File: src/rtl/axi_redirect_sequencer.sv
// Sequencer for the AW decoder port-redirect stage: queues redirect requests, blocks
// new write addresses, waits for outstanding writes to drain, then updates the swap triple.
module axi_redirect_sequencer #(
  parameter int unsigned N_INIT_PORT   = 8,
  parameter int unsigned LOG_N_INIT    = 3,
  parameter int unsigned QUEUE_DEPTH   = 4,
  parameter int unsigned DRAIN_TIMEOUT = 256,
  parameter int unsigned TO_WIDTH      = 9
) (
  input  logic                  clk,
  input  logic                  rst_n,
  input  logic                  cfg_valid_i,
  output logic                  cfg_ready_o,
  input  logic                  cfg_enable_i,
  input  logic [LOG_N_INIT-1:0] cfg_source_i,
  input  logic [LOG_N_INIT-1:0] cfg_target_i,
  output logic                  cfg_invalid_o,
  input  logic                  outstanding_trans_i,
  output logic                  block_aw_o,
  output logic [LOG_N_INIT-1:0] source_r_o,
  output logic [LOG_N_INIT-1:0] target_r_o,
  output logic                  redirect_valid_r_o,
  output logic                  update_done_o,
  output logic                  timeout_err_o,
  input  logic                  err_clr_i,
  output logic                  busy_o
);

  localparam int unsigned PTR_W = (QUEUE_DEPTH > 1) ? $clog2(QUEUE_DEPTH) : 1;
  localparam int unsigned CNT_W = $clog2(QUEUE_DEPTH + 1);

  typedef struct packed {
    logic                  enable;
    logic [LOG_N_INIT-1:0] source;
    logic [LOG_N_INIT-1:0] target;
  } req_t;

  typedef enum logic [1:0] {
    IDLE  = 2'd0,
    BLOCK = 2'd1,
    DRAIN = 2'd2,
    APPLY = 2'd3
  } state_e;

  state_e              state_q, state_d;
  req_t                queue_q [QUEUE_DEPTH];
  req_t                req_in;
  req_t                head;
  logic [PTR_W-1:0]    wr_ptr_q, rd_ptr_q;
  logic [CNT_W-1:0]    count_q, count_d;
  logic [TO_WIDTH-1:0] to_cnt_q, to_cnt_d;

  logic ready_q, invalid_q, block_q, done_q, busy_q, err_q;
  logic [LOG_N_INIT-1:0] source_q, target_q;
  logic                  valid_q;

  logic accept, illegal, push, pop, apply, timeout_set;

  // Request validation at acceptance; illegal requests complete the handshake but are dropped
  always_comb begin
    illegal = cfg_enable_i &&
              ((cfg_source_i == cfg_target_i) ||
               (32'(cfg_source_i) >= N_INIT_PORT) ||
               (32'(cfg_target_i) >= N_INIT_PORT));
    accept  = cfg_valid_i && ready_q;
    push    = accept && !illegal;
    req_in  = '{enable: cfg_enable_i, source: cfg_source_i, target: cfg_target_i};
    head    = queue_q[rd_ptr_q];
  end

  // Occupancy bookkeeping; push and pop together leave the count unchanged
  always_comb begin
    count_d = count_q;
    if (push && !pop) begin
      count_d = count_q + CNT_W'(1);
    end else if (!push && pop) begin
      count_d = count_q - CNT_W'(1);
    end
  end

  // Next-state logic for the block/drain/apply sequence
  always_comb begin
    state_d     = state_q;
    to_cnt_d    = to_cnt_q;
    pop         = 1'b0;
    apply       = 1'b0;
    timeout_set = 1'b0;
    unique case (state_q)
      IDLE: begin
        if (count_q != '0) state_d = BLOCK;
      end
      BLOCK: begin
        // One guard cycle lets an in-flight AW handshake land in the outstanding count
        to_cnt_d = '0;
        state_d  = DRAIN;
      end
      DRAIN: begin
        if (!outstanding_trans_i) begin
          state_d = APPLY;
        end else if ((DRAIN_TIMEOUT != 0) &&
                     (to_cnt_q == TO_WIDTH'(DRAIN_TIMEOUT - 1))) begin
          pop         = 1'b1;
          timeout_set = 1'b1;
          state_d     = IDLE;
        end else begin
          to_cnt_d = to_cnt_q + TO_WIDTH'(1);
        end
      end
      APPLY: begin
        pop     = 1'b1;
        apply   = 1'b1;
        state_d = IDLE;
      end
      default: state_d = IDLE;
    endcase
  end

  // Queue storage needs no reset; only entries below the count are ever read
  always_ff @(posedge clk) begin
    if (push) queue_q[wr_ptr_q] <= req_in;
  end

  always_ff @(posedge clk or negedge rst_n) begin
    if (!rst_n) begin
      state_q   <= IDLE;
      to_cnt_q  <= '0;
      wr_ptr_q  <= '0;
      rd_ptr_q  <= '0;
      count_q   <= '0;
      ready_q   <= 1'b1;
      invalid_q <= 1'b0;
      block_q   <= 1'b0;
      done_q    <= 1'b0;
      busy_q    <= 1'b0;
      err_q     <= 1'b0;
      source_q  <= '0;
      target_q  <= '0;
      valid_q   <= 1'b0;
    end else begin
      state_q   <= state_d;
      to_cnt_q  <= to_cnt_d;
      count_q   <= count_d;
      if (push) wr_ptr_q <= wr_ptr_q + PTR_W'(1);
      if (pop)  rd_ptr_q <= rd_ptr_q + PTR_W'(1);
      ready_q   <= (count_d != CNT_W'(QUEUE_DEPTH));
      invalid_q <= accept && illegal;
      block_q   <= (state_d != IDLE);
      done_q    <= (state_d == APPLY);
      busy_q    <= (state_d != IDLE) || (count_d != '0);
      // Set has priority over a same-cycle clear
      err_q     <= timeout_set || (err_q && !err_clr_i);
      if (apply) begin
        if (head.enable) begin
          source_q <= head.source;
          target_q <= head.target;
          valid_q  <= 1'b1;
        end else begin
          source_q <= '0;
          target_q <= '0;
          valid_q  <= 1'b0;
        end
      end
    end
  end

  assign cfg_ready_o        = ready_q;
  assign cfg_invalid_o      = invalid_q;
  assign block_aw_o         = block_q;
  assign update_done_o      = done_q;
  assign busy_o             = busy_q;
  assign timeout_err_o      = err_q;
  assign source_r_o         = source_q;
  assign target_r_o         = target_q;
  assign redirect_valid_r_o = valid_q;

endmodule
File: config.mk
export PLATFORM = sky130hd
export DESIGN_NAME = axi_redirect_sequencer
export DESIGN_NICKNAME = d
export VERILOG_FILES = /design/src/rtl/axi_redirect_sequencer.sv
export SDC_FILE = /design/constraint.sdc
export NUM_CORES = 1
export LEC_CHECK = 0
export CAP_MARGIN = 20
export CORE_AREA = 2 2 71 73
export CTS_CLUSTER_DIAMETER = 30
export DETAILED_ROUTE_END_ITERATION = 8
export DIE_AREA = 0 0 73 75
export PLACE_DENSITY = 0.84
export SETUP_SLACK_MARGIN = 0.1
export SYNTH_ARGS = -nofsm -noshare
export SYNTH_HDL_FRONTEND = slang
export SYNTH_SLANG_ARGS = --single-unit
File: constraint.sdc
create_clock -name clk -period 3.2 [get_ports clk]
set_clock_uncertainty 0.15 [all_clocks]
set_input_delay 0.48 -clock clk [delete_from_list [all_inputs] [get_ports clk]]
set_output_delay 0.48 -clock clk [all_outputs]
set_load 0.005 [all_outputs]
**Word level (Yosys, flattened, before mapping)**

Memories as Yosys holds them, arrays and structs flattened.
Index checks and enable logic that the tools add are counted.
Widths: inputs -> output; s select.

- Memories: 1
- Output and inout bits: 13
- Register bits: 31
- Bits of input ports: 12
- Memory bits (writable): 28
- Logic and storage cells: 67

- Muxes and demuxes: 19
- Add/sub/neg operators: 5
- Equal/unequal tests: 9
- Reductions and logical operators: 19

Memories:

| name | depth | bits a word | rd ports | clocked after Yosys merged registers in | wr ports | RTL line | text |
|---|---|---|---|---|---|---|---|
| queue_q | 4 | 7 | 1 | 0 | 1 | 46 | `req_t queue_q [QUEUE_DEPTH];` |

Operator list:

| operator | count |
|---|---|
| $mux 9 | 2 |
| $pmux 9 s2 | 1 |
| $mux 3 | 4 |
| $add 9x1->9 const B | 1 |
| $eq 9x8->1 const B | 1 |
| $pmux 2 s4 | 1 |
| $logic_and 1x1->1 | 7 |
| $mux 1 | 7 |
| $eq 2x2->1 const B | 3 |
| $mux 2 | 3 |
| $reduce_bool 3->1 | 2 |
| $add 2x1->2 const B | 2 |
| $logic_not 1->1 | 4 |
| $ne 2x2->1 const B | 2 |
| $reduce_bool 2->1 | 2 |
| $add 3x1->3 const B | 1 |
| $eq 3x3->1 | 1 |
| $ne 3x3->1 const B | 1 |
| $reduce_and 3->1 | 1 |
| $sub 3x1->3 const B | 1 |
| $eq 2x1->1 const B | 1 |
| $logic_not 2->1 | 1 |
| $logic_or 1x1->1 | 2 |
| $pmux 1 s2 | 1 |

**Depth between registers and ports, before layout**

- Word-level depth: 10
- Gate-level depth with buffers: 10
- Mapped depth without buffers: 9

**Worst setup path before layout**

Ideal clock, no wire load.

- Path kind: reg-to-reg
- From: register to_cnt_q[0]
- To: register busy_q, in the netlist busy_o
- Period minus slack after synthesis: 2289 ps
- Stages on the path, launching flop included: 10
- Required time: 2918 ps
- Library setup time: 132 ps
- Buffers on the path: 0
- Data arrival time: 2007 ps
- Path slack: 911 ps
- Cells stage by stage: dfrtp_1 ha_1 nand3_1 nor2_1 ha_1 a21oi_1 nor2_1 xnor2_1 a211o_1 or3b_1

- Longest elaborated chain between the ends: 9
- Elaborated cells between the ends (all ways): 15
- Classes of those cells: eq/ne (1); mux (8); reduce/logical (6)

Ends and longest elaborated chain:

| element | RTL line | text |
|---|---|---|
| from (decl) | 51 | `logic [TO_WIDTH-1:0] to_cnt_q, to_cnt_d;` |
| from (signal assigned) | 141 | `to_cnt_q <= to_cnt_d;` |
| $eq 9x8->1 * | 101 | `(to_cnt_q == TO_WIDTH'(DRAIN_TIMEOUT - 1))) begin` |
| $mux 1 | 100 | `end else if ((DRAIN_TIMEOUT != 0) &&` |
| $mux 1 | 98 | `if (!outstanding_trans_i) begin` |
| $pmux 1 s2 | 88 | `unique case (state_q)` |
| $logic_and 1x1->1 / $logic_not 1->1 (equally long branches) | 76, 74 |  |
| $mux 3 / $logic_and 1x1->1 (equally long branches) | 76, 74 |  |
| $mux 3 | 74 | `if (push && !pop) begin` |
| $reduce_bool 3->1 | 149 | `busy_q <= (state_d != IDLE) \|\| (count_d != '0);` |
| $logic_or 1x1->1 * | 149 |  |
| to (signal assigned) | 149 |  |
| to (decl) | 53 | `logic ready_q, invalid_q, block_q, done_q, busy_q, err_q;` |

Mark *: on every way between the ends. The rest lies on a longest branch, timed or not.
A chain may end at the register's enable or synchronous reset.

**Final worst setup path**

- From: input port cfg_target_i[2]
- To: register busy_q, in the netlist busy_o

- Longest elaborated chain between the ends: 10
- Elaborated cells between the ends (all ways): 11
- Classes of those cells: eq/ne (1); mux (2); reduce/logical (8)

Ends and longest elaborated chain:

| element | RTL line | text |
|---|---|---|
| from (decl) | 16 | `input logic [LOG_N_INIT-1:0] cfg_target_i,` |
| $eq 3x3->1 * | 62 | `((cfg_source_i == cfg_target_i) \|\|` |
| $logic_and 1x1->1 * | 61 | `illegal = cfg_enable_i &&` |
| $logic_not 1->1 * | 66 | `push = accept && !illegal;` |
| $logic_and 1x1->1 * | 66 |  |
| $logic_not 1->1 | 76 | `end else if (!push && pop) begin` |
| $logic_and 1x1->1 | 76 |  |
| $mux 3 | 76 |  |
| $mux 3 * | 74 |  |
| $reduce_bool 3->1 * | 149 |  |
| $logic_or 1x1->1 * | 149 |  |

Marks and branches as above.

==> impl_results.md <==
- Worst stage delay on the critical path: around 500 ps
- Largest area contributor in the netlist: sky130_fd_sc_hd__edfxtp_1
- Total power: 2.48 mW
- Dpl ws: 355 ps
- Worst Hold Path Cells: 2
- Number of distinct standard cells referenced by the synthesized netlist: 38
- FF-to-FF Start: to_cnt_q[0]
- Count of endpoints failing hold in the final timing report: 0
- Clock slew at reported path FFs: 60 ps
- Number of synthesized flops with an enable pin: 28
- Placement Cell Area: around 0.0029 mm2
- Register area share after synthesis: 0.625
- Aggregate global-route resource usage: 0.186
- Antenna violations before repair: 0
- Die Footprint: 0.00548 mm2
- Area of the core region: around 0.0047 mm2
- TritonCTS clock tree: built
- Setup slack on the worst flop-to-flop path: around 660 ps
- IR Drop Worst-Case VDD: ~0.00038 V
- Post-CTS resize count: 0
- Type of the most critical hold path: register to register
- Slowest stage cell, crit path: sky130_fd_sc_hd__clkdlybuf4s50_1
- Synth Flop Type: sky130_fd_sc_hd__dfrtp_1
- Capture endpoint of the worst hold path: source_r_o[1]
- Number of standard cells in the final layout excluding fillers: ~290
- Largest driver fanout on the critical path: 13
- Arrival time worst endpoint: between 2000 and 3000 ps
- Total routed wirelength: around 4300 um
- Port Buffers: 24
- Hold Path Origin: source_r_o[1]
- Fraction of synthesized cell area taken by the top area cell type: 0.325
- Synthesized instance count: 197
- Count of synthesis-stage warnings from yosys: 0
- Remaining max-slew budget at the tightest pin: 0.582
- Worst path buffer plus inverter count: 1
- Area growth from synthesis to final layout: 17.0%
- Global placement routability congestion: 0.792
- Endpoint kind of the worst setup timing path: register
- HPWL after detailed placement: between 2000 and 3000 um
- Power per standard cell area: slightly above 800 mW/mm2
- Status: finished clean
- Synthesized net count: about 220
- Synthesized area: 0.00259 mm2
- Final antenna-violating net count: 0
- Unrepaired setup endpoints after global routing: false
- Max-slew violation total from the final report: 0
- Final worst path period share: 0.794
- Cell-by-cell listing of the critical path: clkdlybuf4s50_1, xnor2_1, a41oi_2, xnor2_1, a211o_1, or3b_1
- Setup TNS: 0 ps
- Via count: around 1500
- Time the final worst path needs with I/O delays and setup: roughly 2500 ps
- Number of buffers created by CTS: 9
- Critical path data required time: 3250 ps
- Final routed DRC violation total: 0
- Die boundary height: around 75 um
- Worst path setup slack after routing: 660 ps
- Endpoint of the worst register-to-register path: busy_o
- Top post-synthesis cells by area: sky130_fd_sc_hd__edfxtp_1, sky130_fd_sc_hd__dfrtp_1, sky130_fd_sc_hd__mux4_2
- Post-route cell area: approximately 0.003 mm2
- Routed len/inst: around 15 um
- Cell count after placement: between 200 and 300
- Die X: between 70 and 80 um
- Fraction of final layout cells with drive strength greater than 1: 0.113
- Lkg Pwr: approximately 1.2 nW
- Count of routing violations after the opening detailed-route iteration: slightly below 100
- Starting utilization of the core area: 0.555
- Global route total overflow: 0
- Wire length of the first global-routing pass: between 7000 and 8000 um
- First-pass DRT Iterations: 4
- Synth cell count leaders: sky130_fd_sc_hd__dfrtp_1, sky130_fd_sc_hd__edfxtp_1, sky130_fd_sc_hd__nand2_1, sky130_fd_sc_hd__o21ai_0
- N_diodes: 0
- Async S/R FF share, synth: 0.525
- Most used standard cell by instance count after synthesis: sky130_fd_sc_hd__dfrtp_1
- Final nets: about 250
- Worst-margin pin slew: around 630 ps
- Via density per instance: approximately 5.4
- Post-CTS Repair Setup Buffers: 0
- Clk_lat worst skew: approximately 320 ps
- Cell with the most instances on the worst path: sky130_fd_sc_hd__xnor2_1
- Top-level I/O count: 25
- Register bit count reported by yosys: roughly 60
- Critical Path Source Type: primary input
- Cts hold-fix bufs: 0
- Path depth of the worst reg2reg path: 9
- Peak clock frequency supported by timing: between 0.3 and 0.4 GHz
- Synthesized area per cell: around 13 um2
- Maximum number of pins on one net before global-route repair: 32
- Cell at the root of the clock tree: sky130_fd_sc_hd__clkbuf_8
- Bufs on Longest Clock Path: 2
- Setup-failing EPs final: 0
- Critical path start-end classification: primary input to register
- Cell class contributing the biggest share of worst-path delay: XOR/XNOR gates
- Number of H-tree levels: 3
- Number of global-route vias before repair: 1533
- Num Clock Sinks: just under 60
- Num rows: 25
- Max-cap viol count: 0
- Filler cell count: around 350
logic make-up after synthesis:
| logic type | after synthesis | share of synthesized area |
|---|---|---|
| mux | 9 | 0.0643 |
| simple gates | 68 | 0.139 |
| xor+xnor | 12 | 0.0406 |
| fa+ha+maj | 11 | 0.0513 |
| compound gates | 24 | 0.0542 |
| buf+inv | 14 | 0.0251 |
| flops | 59 | 0.625 |
registers in the layout (all words and copies together), names as in the netlist, 2 cells and up:
signal and count:
wr_ptr_q 2, target_r_o 3, source_r_o 3, state_q 2
to_cnt_q 9, count_q 3, queue_q 28, rd_ptr_q 2
routing by layer:
layer  routed length [um]  GRT usage  vias up
met3                  214     0.0589        6
met2                 2120      0.292       36
met5                    0          0        -
li1                     -          -      754
met1                 1850      0.236      734
met4                   70     0.0926        0
through the flow:
step,util,hold slack (ps)
2_1_floorplan,-,34.4
3_5_place_dp,0.614,325
6_report,0.649,330
3_3_place_gp,0.614,309
5_1_grt,0.649,371
4_1_cts,0.649,339
placed cells by master (no fill, tap or decap), drive strengths merged, types with 4 or more instances in the layout:
master	instances
nand2b	8
nand3	7
xnor2	8
ha	9
o21ai	19
clkdlybuf4s50	24
dfrtp	30
clkbuf	13
xor2	4
inv	7
mux4	6
edfxtp	28
nor2	9
nand2	26
and2	4
worst max-delay path by stage:
stage          endpoint  cells after the start       startpoint
3_5_place_dp     busy_o                      6  cfg_target_i[2]
4_1_cts          busy_o                      9      to_cnt_q[0]
3_3_place_gp     busy_o                      6  cfg_target_i[2]
6_report         busy_o                      6  cfg_target_i[2]
2_1_floorplan    busy_o                      9      to_cnt_q[0]
5_1_grt          busy_o                      9      to_cnt_q[0]
report_power, final:
group | switching, mW | internal (mW) | total [mW]
Sequential | 0.163 | 0.995 | 1.16
Clock | 0.263 | 0.297 | 0.560
Combinational | 0.372 | 0.392 | 0.764
Total | 0.798 | 1.68 | 2.48
final cells by class:
class | count | area (um2) | share of cell area
Sequential cell | 59 | 1620 | 0.535
Inverter | 7 | 26.3 | 0.00868
Timing Repair Buffer | 25 | 248 | 0.0819
Multi-Input combinational cell | 124 | 905 | 0.299
Clock inverter | 3 | 13.8 | 0.00455
Clock buffer | 13 | 149 | 0.0492
Tap cell | 54 | 67.6 | 0.0223
tightest hold or removal path: stages, from the launching register on:
cell and delay [ps]:
sky130_fd_sc_hd__dfrtp_1 340, sky130_fd_sc_hd__nand2_1 50, sky130_fd_sc_hd__o21ai_0 60
(Power assumes the default switching activity.)
